## src/rtl/antares_muldiv_unit.sv

```systemverilog
// antares_muldiv_unit: iterative multiply/divide unit owning the HI/LO pair,
// radix-configurable shift-add multiply with accumulate, restoring divide.
module antares_muldiv_unit #(
    parameter int WIDTH    = 32,
    parameter int MUL_STEP = 2
) (
    input  logic             clk,
    input  logic             rst,
    input  logic             md_start,
    input  logic [3:0]       md_op,
    input  logic [WIDTH-1:0] md_operand_a,
    input  logic [WIDTH-1:0] md_operand_b,
    input  logic             md_flush,
    output logic             md_busy,
    output logic             md_done,
    output logic             md_div_by_zero,
    output logic [WIDTH-1:0] md_hi,
    output logic [WIDTH-1:0] md_lo
);
    localparam int N  = WIDTH / MUL_STEP;
    localparam int CW = $clog2(WIDTH + 1);
    localparam logic [3:0] OP_MULT = 4'd1, OP_MULTU = 4'd2, OP_MADD = 4'd3, OP_MADDU = 4'd4,
                           OP_DIV = 4'd7, OP_DIVU = 4'd8, OP_MTHI = 4'd9, OP_MTLO = 4'd10;
    typedef enum logic [1:0] {IDLE, MUL, DIV, FINISH} state_t;
    state_t state, state_nx;
    logic [3:0] op;
    logic [CW-1:0] cnt;
    logic [WIDTH-1:0] hi, lo, b_r, a_mag, b_mag, q_fix, r_fix;
    logic [2*WIDTH-1:0] acc, mcand, part, prod, mul_res, fin;
    logic [WIDTH:0] shl, diff;
    logic neg_q, neg_r, done, dbz, accept, is_mul, is_div, sgn, b_zero, fin_div;
    assign accept = md_start && !md_flush && state == IDLE;
    assign is_mul = md_op >= OP_MULT && md_op <= 4'd6;
    assign is_div = md_op == OP_DIV || md_op == OP_DIVU;
    assign sgn    = md_op == OP_MULT || md_op == OP_MADD || md_op == 4'd5 || md_op == OP_DIV;
    assign b_zero = md_operand_b == '0;
    assign a_mag  = sgn && md_operand_a[WIDTH-1] ? -md_operand_a : md_operand_a;
    assign b_mag  = sgn && md_operand_b[WIDTH-1] ? -md_operand_b : md_operand_b;
    always_ff @(posedge clk or posedge rst)
        if (rst) state <= IDLE;
        else state <= state_nx;
    always_comb begin
        state_nx = state;
        if (md_flush) state_nx = IDLE;
        else if (state == IDLE) state_nx = accept && is_mul ? MUL : accept && is_div && !b_zero ? DIV : IDLE;
        else if (state == FINISH) state_nx = IDLE;
        else if (cnt == CW'(1)) state_nx = FINISH;
    end
    always_comb begin
        md_busy = state != IDLE;
        part = '0;
        for (int i = 0; i < MUL_STEP; i++)
            if (b_r[i]) part = part + (mcand << i);
        // remainder and next dividend bit sit side by side in acc
        shl = acc[2*WIDTH-1:WIDTH-1];
        diff = shl - {1'b0, b_r};
        prod = neg_q ? -acc : acc;
        mul_res = op == OP_MULT || op == OP_MULTU ? prod :
                  op == OP_MADD || op == OP_MADDU ? {hi, lo} + prod : {hi, lo} - prod;
        q_fix = neg_q ? -acc[WIDTH-1:0] : acc[WIDTH-1:0];
        r_fix = neg_r ? -acc[2*WIDTH-1:WIDTH] : acc[2*WIDTH-1:WIDTH];
        fin_div = op == OP_DIV || op == OP_DIVU;
        fin = fin_div ? {r_fix, q_fix} : mul_res;
    end
    always_ff @(posedge clk or posedge rst)
        if (rst) begin
            op <= '0;
            cnt <= '0;
            hi <= '0;
            lo <= '0;
            b_r <= '0;
            acc <= '0;
            mcand <= '0;
            neg_q <= 1'b0;
            neg_r <= 1'b0;
            done <= 1'b0;
            dbz <= 1'b0;
        end else begin
            done <= 1'b0;
            dbz <= 1'b0;
            if (accept) begin
                op <= md_op;
                neg_q <= sgn && (md_operand_a[WIDTH-1] ^ md_operand_b[WIDTH-1]);
                neg_r <= sgn && md_operand_a[WIDTH-1];
                mcand <= {{WIDTH{1'b0}}, a_mag};
                b_r <= b_mag;
                cnt <= is_div ? CW'(WIDTH) : CW'(N);
                acc <= is_div ? {{WIDTH{1'b0}}, a_mag} : '0;
                if (md_op == OP_MTHI) hi <= md_operand_a;
                if (md_op == OP_MTLO) lo <= md_operand_a;
                if (is_div && b_zero) begin
                    done <= 1'b1;
                    dbz <= 1'b1;
                end
            end else if (!md_flush) begin
                if (state == MUL) begin
                    acc <= acc + part;
                    mcand <= mcand << MUL_STEP;
                    b_r <= b_r >> MUL_STEP;
                    cnt <= cnt - CW'(1);
                end
                if (state == DIV) begin
                    acc <= {diff[WIDTH] ? shl[WIDTH-1:0] : diff[WIDTH-1:0], acc[WIDTH-2:0], !diff[WIDTH]};
                    cnt <= cnt - CW'(1);
                end
                if (state == FINISH) begin
                    {hi, lo} <= fin;
                    done <= 1'b1;
                end
            end
        end
    assign md_done = done;
    assign md_div_by_zero = dbz;
    assign md_hi = hi;
    assign md_lo = lo;
endmodule

```

## config.mk

```make
export PLATFORM = sky130hd
export DESIGN_NAME = antares_muldiv_unit
export DESIGN_NICKNAME = d
export VERILOG_FILES = /design/src/rtl/antares_muldiv_unit.sv
export SDC_FILE = /design/constraint.sdc
export NUM_CORES = 2
export LEC_CHECK = 0
export ABC_AREA = 1
export CAP_MARGIN = 10
export CORE_ASPECT_RATIO = 1.2
export CORE_MARGIN = 10
export CORE_UTILIZATION = 35
export CTS_CLUSTER_DIAMETER = 80
export CTS_CLUSTER_SIZE = 8
export DETAILED_ROUTE_END_ITERATION = 10
export PLACE_DENSITY = 0.62
export REMOVE_ABC_BUFFERS = 1
export SLEW_MARGIN = 40
export SYNTH_ARGS = -nofsm -noshare
export SYNTH_HDL_FRONTEND = slang
export SYNTH_SLANG_ARGS = --single-unit
```

## constraint.sdc

```tcl
create_clock -name clk -period 9.3 [get_ports clk]
set_input_delay 1.395 -clock clk [delete_from_list [all_inputs] [get_ports clk]]
set_output_delay 1.395 -clock clk [all_outputs]
set_load 0.005 [all_outputs]
```

# Word-level counts from Yosys, hierarchy flattened

Cells that the tools add are included.

Shift operators: 0
Reduce and logical (&&, ||, !) cells: 31
Multiply operators: 0
$add $sub $neg: 11
Order comparisons: 2
Mux-type cells: 46
Bitwise gates (word level): 1
Eq/ne operators: 20
Divide/modulo/power cells: 0

Operators by type and width:

| cell                                                                                | count |
|---|---|
| 64-bit two-way mux                                                                  | 13 |
| 32-bit two-way mux                                                                  | 17 |
| 64-bit adder                                                                        | 3 |
| 32-bit negation                                                                     | 4 |
| 64-bit negation                                                                     | 1 |
| 64-bit subtractor                                                                   | 1 |
| 33-bit by 32-bit subtractor with 33-bit output                                      | 1 |
| 32-bit logical NOT                                                                  | 1 |
| 6-bit two-way mux                                                                   | 5 |
| 4-bit by 3-bit equality test with 1-bit output, second input constant               | 4 |
| 4-bit equality test, second input constant                                          | 4 |
| 4-bit by 2-bit equality test with 1-bit output, second input constant               | 3 |
| 2-bit two-way mux                                                                   | 6 |
| 1-bit logical AND                                                                   | 10 |
| 4-bit by 1-bit equality test with 1-bit output, second input constant               | 2 |
| 1-bit logical OR                                                                    | 7 |
| 6-bit by 1-bit equality test with 1-bit output, second input constant               | 1 |
| 2-bit by 1-bit inequality test with 1-bit output, second input constant             | 3 |
| 3-bit AND reduction                                                                 | 2 |
| 2-bit nonzero test                                                                  | 3 |
| 6-bit by 1-bit subtractor with 6-bit output, second input constant                  | 1 |
| 1-bit two-way mux                                                                   | 5 |
| 2-bit equality test, second input constant                                          | 2 |
| 4-bit by 1-bit greater-or-equal comparator with 1-bit output, second input constant | 1 |
| 8 further kinds                                                                     | 11 |

Word-level logic and storage cells: 123
Latch bits: 0
Memory bits (read-only): 0
Flip-flop bits (word level): 240
RAM bits: 0
Bits of input ports: 72
Memories kept: 0

# Logic depth before layout (Yosys ltp)

Depth in word-level cells: 9
Gate-level depth with buffers: 38
Gate-level depth less buffers: 38

# Worst setup path after synthesis

Ideal clock, no wire load.

Kind: register to register
Start point: register b_r[0]
End point: register acc[54]
Required time: 9169 ps
Arrival: 4946 ps
Buffers on the path: 2
Stages on the path, launching flop included: 32
Setup slack: 4222 ps
Setup time: 131 ps
Period minus slack after synthesis: 5078 ps
Cell sequence: dfrtp_1 > clkbuf_1 > clkbuf_1 > nand2_1 > inv_1 > ha_1 > fa_1 > nand3_1 > nand3_1 > a21o_1 > nand2_1 > nand2_1 > a21oi_1 > o21ai_0 > a21o_1 > a21oi_1 > o21ai_0 > or2_2 > nand3_1 > o21ai_0 > ha_1 > a21oi_1 > inv_1 > a31oi_1 > o21ai_0 > a21oi_1 > a21boi_0 > nand2_1 > a21o_1 > xor2_1 > o221ai_1 > o21ai_0

Word-level cells in the longest chain between the ends: 8
Elaborated cells between the ends (all ways): 10
Classes of those cells: 3 x add/sub; 7 x mux

RTL lines:

| element                  | RTL line | RTL |
|---|---|---|
| start: declaration       | 28       | `logic [WIDTH-1:0] hi, lo, b_r, a_mag, b_mag, q_fix, r_fix;` |
| start signal: assignment | 86       | `b_r <= b_mag;` |
| start signal: assignment | 99       | `b_r <= b_r >> MUL_STEP;` |
| 64-bit two-way mux       | 53       | `if (b_r[i]) part = part + (mcand << i);` |
| 64-bit adder             | 53       |  |
| 64-bit two-way mux       | 53       |  |
| 64-bit adder             | 97       | `acc <= acc + part;` |
| 64-bit two-way mux       | 96       | `if (state == MUL) begin` |
| 64-bit two-way mux *     | 102      | `if (state == DIV) begin` |
| 64-bit two-way mux *     | 95       | `end else if (!md_flush) begin` |
| 64-bit two-way mux *     | 81       | `if (accept) begin` |
| end signal: assignment   | 88       | `acc <= is_div ? {{WIDTH{1'b0}}, a_mag} : '0;` |
| end signal: assignment   | 97       |  |
| end signal: assignment   | 103      | `acc <= {diff[WIDTH] ? shl[WIDTH-1:0] : diff[WIDTH-1:0], acc[WIDTH-2:0], !diff[WIDTH]};` |
| end: declaration         | 29       | `logic [2*WIDTH-1:0] acc, mcand, part, prod, mul_res, fin;` |

Mark *: on every way between the ends. The rest lies on a longest branch, timed or not. The select of a mux whose other input is x is not followed.
A chain may end at the register's enable or synchronous reset.

# Worst setup path after layout

Start point: register b_r[0]
End point: register acc[59]

The elaborated chain is that of the path after synthesis.

==> parameters.txt <==
Parameter                              Value

STA
  Clock period minus worst slack    6.63 ns
  Share of the clock period used by the worst path    0.713
  Worst-case clock skew    0.0443 ns
  Worst Max-Slew Pin Slew    0.901 ns
  Total count of max-transition violations in the final report    0
  Final hold slack    0.487 ns
  Worst slew margin relative to its limit    0.393
  Fmax    0.151 GHz
  Hold violation count in the final report    0
  Setup repair after global routing missed its margin    no
  Total setup violations reported at the end of the flow    0

Synthesis
  Count of state elements after synthesis    240
  Count of synthesis-stage warnings from yosys    0
  Library cells used by synthesis    61
  Count of flip-flops with a built-in enable after synthesis    0
  Syn_area_per_cell    5.98 um2
  Cell area after technology mapping    32800 um2
  Cells after synthesis    5487
  Portion of the post-synthesis area used by sequential elements    0.183
  Fraction of registers with async set/reset    1.00
  Prevailing post-synth register cell    sky130_fd_sc_hd__dfrtp_1

Routing
  Detailed Routing Iterations Pass 1    6
  Met3 Routed Length    7520 um
  DR vias/cell    5.47
  Metal-1 WL    58900 um
  DR top layer    met4
  Number of design-rule violations left by the first detailed-router iteration    3115
  Drt total wl    145000 um
  Drt drc    0
  WL/cell    21.3 um
  Number of nets with antenna violations after detailed routing    0
  Met2 wire len    67100 um
  Vias after detailed routing    37200

Floorplanning
  Die Footprint    107000 um2
  Area of the placeable core    93400 um2
  Boundary Pins    139
  Initial standard-cell utilization of the core    0.351
  Standard-cell row count    123
  Floorplan die width    300 um
  Die height    356 um

Setup path
  Flop-to-flop setup slack    2.67 ns
  RR Endpoint    acc[59]$_DFFE_PP0P_
  CP top delay family    simple AND/OR/NAND/NOR gates
  Critical Path Slowest Stage Cell    sky130_fd_sc_hd__nor4_1
  Worst path buffer plus inverter count    5
  Capturing instance or port of the critical path    acc[59]$_DFFE_PP0P_
  Critical path type    reg2reg
  Critical Path Fanout Max    48
  Worst Path Required    9.74 ns
  Startpoint type of the worst setup path    flip-flop
  R2R cell count    27
  Worst setup startpoint    b_r[0]$_DFFE_PP0P_
  Cell mode on critical path    sky130_fd_sc_hd__nand2_1
  Critical Path AT    7.07 ns
  Reg-to-reg startpoint    b_r[0]$_DFFE_PP0P_
  WP depth    27
  Peak per-stage delay on the critical path    0.64 ns
  Nature of the critical path endpoint    flip-flop

Hold path
  Min-delay worst type    reg2reg
  Worst Min Path Start    b_r[22]$_DFFE_PP0P_

Finish
  Final net count    5855
  Area of the multi-input gates    23200 um2
  Ratio of cells with drive above 1 in the final layout    0.0411
  Seq. cell area    6010 um2
  Antenna fix cells    0
  Area growth from synthesis to layout    11.7%
  Fill cell total of the finished layout    10300

Placed design
  Port buffer count    138
  Routability cong.    1.01
  Final HPWL from detailed placement    119000 um

Clock tree
  Htree depth    2
  Clk Tree Root Cell    sky130_fd_sc_hd__clkbuf_16
  Maximum root-to-sink buffer count    3
  CTS resizes    0
  Total clock buffers created by CTS    37
  Clock sink count    240
  Setup Buffers After CTS    0
  Clock tree from TritonCTS    done
  Clock slew seen by the registers of the worst setup and hold paths    0.06 ns
  Hold buffer count at CTS    0
  Insertion delay of the later-clocked pin in the worst-skew pair    0.59 ns

Global route
  Aggregate global-route resource usage    0.261
  Global-route wire length before repair    216000 um
  Maximum number of pins on one net before global-route repair    127
  Vias in the first global route    36100
  Antenna violations before repair    0
  Grt total ovfl    0

Run
  Number of maximum-capacitance constraint violations    0

Run status
  Status    finished, final reports clean
## metrics by stage
step / instances / worst slack [ns] / setup TNS (ns) / util / cell area (um2)
2_1_floorplan: 5330 / -2.32 / -153.93 / - / 32200
3_3_place_gp: 6755 / 2.79 / 0 / 0.380 / 35500
3_5_place_dp: 6755 / 2.79 / 0 / 0.380 / 35500
4_1_cts: 6803 / 2.76 / 0 / 0.392 / 36600
5_1_grt: 6804 / 2.38 / 0 / 0.392 / 36700
6_report: 6804 / 2.67 / 0 / 0.392 / 36700
## metal layers
metal / global-route usage / vias up
met5: 0 / -
met1: 0.312 / 17300
met2: 0.435 / 1256
met3: 0.0278 / 351
li1: - / 18400
met4: 0.186 / 0
## state kept, by name, summed over array words and instances, names as in the netlist
signal          cells
neg_q               1
mcand              64
acc                64
state               2
md_div_by_zero      1
cnt                 6
md_done             1
md_lo              32
md_hi              32
b_r                32
neg_r               1
op                  4
## kinds of logic (layout without fill, tap and decap cells)
group | count (synthesis) | count (layout) | synth area share
compound gates | 1421 | 1421 | 0.247
xor+xnor | 248 | 248 | 0.0666
fa+ha+maj | 238 | 238 | 0.0916
buf+inv | 976 | 1043 | 0.113
flops | 240 | 240 | 0.183
simple gates | 2364 | 2364 | 0.299
## final cells by class
class	count	share of cell area
clock buffers	45	0.0283
clock inverters	3	0.00188
inverters	819	0.0841
multi-input cells	4271	0.632
flip-flops and latches	240	0.164
well taps	1250	0.0427
repair buffers	176	0.0466
## worst reg2reg max path: stages, from the launching register on
cell,delay [ns]
sky130_fd_sc_hd__dfrtp_2,0.56
sky130_fd_sc_hd__buf_4,0.49
sky130_fd_sc_hd__nand2_1,0.10
sky130_fd_sc_hd__inv_1,0.09
sky130_fd_sc_hd__ha_1,0.23
sky130_fd_sc_hd__nand2_1,0.10
sky130_fd_sc_hd__nor2_1,0.22
sky130_fd_sc_hd__inv_1,0.08
sky130_fd_sc_hd__nor2_1,0.15
sky130_fd_sc_hd__nand2_1,0.07
sky130_fd_sc_hd__o21ai_0,0.51
sky130_fd_sc_hd__a21oi_1,0.26
sky130_fd_sc_hd__o21ai_0,0.46
sky130_fd_sc_hd__nand2_1,0.10
sky130_fd_sc_hd__inv_1,0.10
sky130_fd_sc_hd__a21oi_1,0.09
sky130_fd_sc_hd__xor2_1,0.14
sky130_fd_sc_hd__o21ai_0,0.57
sky130_fd_sc_hd__ha_1,0.30
sky130_fd_sc_hd__nand2_1,0.12
sky130_fd_sc_hd__nor2_1,0.10
sky130_fd_sc_hd__inv_1,0.08
sky130_fd_sc_hd__nor4_1,0.64
sky130_fd_sc_hd__nand3b_1,0.40
sky130_fd_sc_hd__nand3_1,0.18
sky130_fd_sc_hd__nand2_1,0.06
sky130_fd_sc_hd__o221ai_1,0.19
sky130_fd_sc_hd__o21ai_0,0.11
## cell usage after synthesis, types with 4 or more instances
library cell                instances  share of area
sky130_fd_sc_hd__o21a_1            16         0.0037
sky130_fd_sc_hd__o221ai_1          66          0.018
sky130_fd_sc_hd__a31oi_1          105          0.020
sky130_fd_sc_hd__nand3_1          256          0.039
sky130_fd_sc_hd__a21o_1            36         0.0082
sky130_fd_sc_hd__nand2_2           20         0.0038
sky130_fd_sc_hd__a31o_2             4         0.0011
sky130_fd_sc_hd__o2111ai_1          7         0.0019
sky130_fd_sc_hd__xnor2_1           65          0.017
sky130_fd_sc_hd__nor3_2             7         0.0021
sky130_fd_sc_hd__o211ai_1          58          0.013
sky130_fd_sc_hd__fa_1               4         0.0024
sky130_fd_sc_hd__nor2_2            18         0.0034
sky130_fd_sc_hd__nor2_4             5         0.0017
sky130_fd_sc_hd__buf_1             13         0.0015
sky130_fd_sc_hd__nor4_1            26         0.0050
sky130_fd_sc_hd__clkbuf_1         130          0.015
sky130_fd_sc_hd__a21oi_1          508          0.077
sky130_fd_sc_hd__inv_2             13         0.0015
sky130_fd_sc_hd__o21bai_1          19         0.0043
sky130_fd_sc_hd__nor2_1           717          0.082
sky130_fd_sc_hd__o31ai_1           14         0.0032
sky130_fd_sc_hd__and2_1             4        0.00076
sky130_fd_sc_hd__nand4_1           41         0.0078
sky130_fd_sc_hd__a22oi_1           19         0.0043
sky130_fd_sc_hd__a221oi_1           6         0.0016
sky130_fd_sc_hd__o21ai_1           16         0.0024
sky130_fd_sc_hd__or2_2             45         0.0086
sky130_fd_sc_hd__dfrtp_1          240           0.18
sky130_fd_sc_hd__a21boi_0           7         0.0016
sky130_fd_sc_hd__o22ai_1           49         0.0093
sky130_fd_sc_hd__a211oi_1           4        0.00091
sky130_fd_sc_hd__ha_1             234          0.089
sky130_fd_sc_hd__buf_2             12         0.0018
sky130_fd_sc_hd__nand3b_1           7         0.0016
sky130_fd_sc_hd__xor2_1           181          0.048
sky130_fd_sc_hd__nand2_1         1161           0.13
sky130_fd_sc_hd__nor3_1            46         0.0070
sky130_fd_sc_hd__inv_1            804          0.092
sky130_fd_sc_hd__o21ai_0          471          0.072
## layout by cell type, fill, tap and decap left out, types with 21 or more instances in the layout
| master | netlist | final |
|---|---|---|
| sky130_fd_sc_hd__o211ai_1 | 58 | 58 |
| sky130_fd_sc_hd__dfrtp_1 | 240 | 236 |
| sky130_fd_sc_hd__nand4_1 | 41 | 41 |
| sky130_fd_sc_hd__or2_2 | 45 | 45 |
| sky130_fd_sc_hd__nor2_1 | 717 | 712 |
| sky130_fd_sc_hd__xnor2_1 | 65 | 65 |
| sky130_fd_sc_hd__clkbuf_16 | 0 | 39 |
| sky130_fd_sc_hd__nor3_1 | 46 | 44 |
| sky130_fd_sc_hd__nand2_2 | 20 | 21 |
| sky130_fd_sc_hd__inv_1 | 804 | 803 |
| sky130_fd_sc_hd__nor2_2 | 18 | 21 |
| sky130_fd_sc_hd__nand2_1 | 1161 | 1160 |
| sky130_fd_sc_hd__o21ai_0 | 471 | 470 |
| sky130_fd_sc_hd__a21o_1 | 36 | 36 |
| sky130_fd_sc_hd__ha_1 | 234 | 234 |
| sky130_fd_sc_hd__nand3_1 | 256 | 256 |
| sky130_fd_sc_hd__buf_4 | 0 | 34 |
| sky130_fd_sc_hd__o22ai_1 | 49 | 49 |
| sky130_fd_sc_hd__a31oi_1 | 105 | 105 |
| sky130_fd_sc_hd__clkdlybuf4s50_1 | 0 | 138 |
| sky130_fd_sc_hd__xor2_1 | 181 | 181 |
| sky130_fd_sc_hd__a21oi_1 | 508 | 508 |
| sky130_fd_sc_hd__o221ai_1 | 66 | 66 |
| sky130_fd_sc_hd__nor4_1 | 26 | 26 |
## worst min-delay path by stage
| stage | slack, ns | depth (start not counted) | to |
|---|---|---|---|
| 5_1_grt | 0.52 | 2 | b_r[8]$_DFFE_PP0P_ |
| 6_report | 0.49 | 2 | b_r[22]$_DFFE_PP0P_ |
| 4_1_cts | 0.49 | 2 | b_r[22]$_DFFE_PP0P_ |
| 2_1_floorplan | 0.45 | 2 | mcand[63]$_DFFE_PP0P_ |
| 3_5_place_dp | 0.48 | 2 | b_r[24]$_DFFE_PP0P_ |
| 3_3_place_gp | 0.47 | 2 | mcand[63]$_DFFE_PP0P_ |
Power is not shown: default switching activity piles up to over one toggle a cycle in this logic, so the estimate is an artifact.
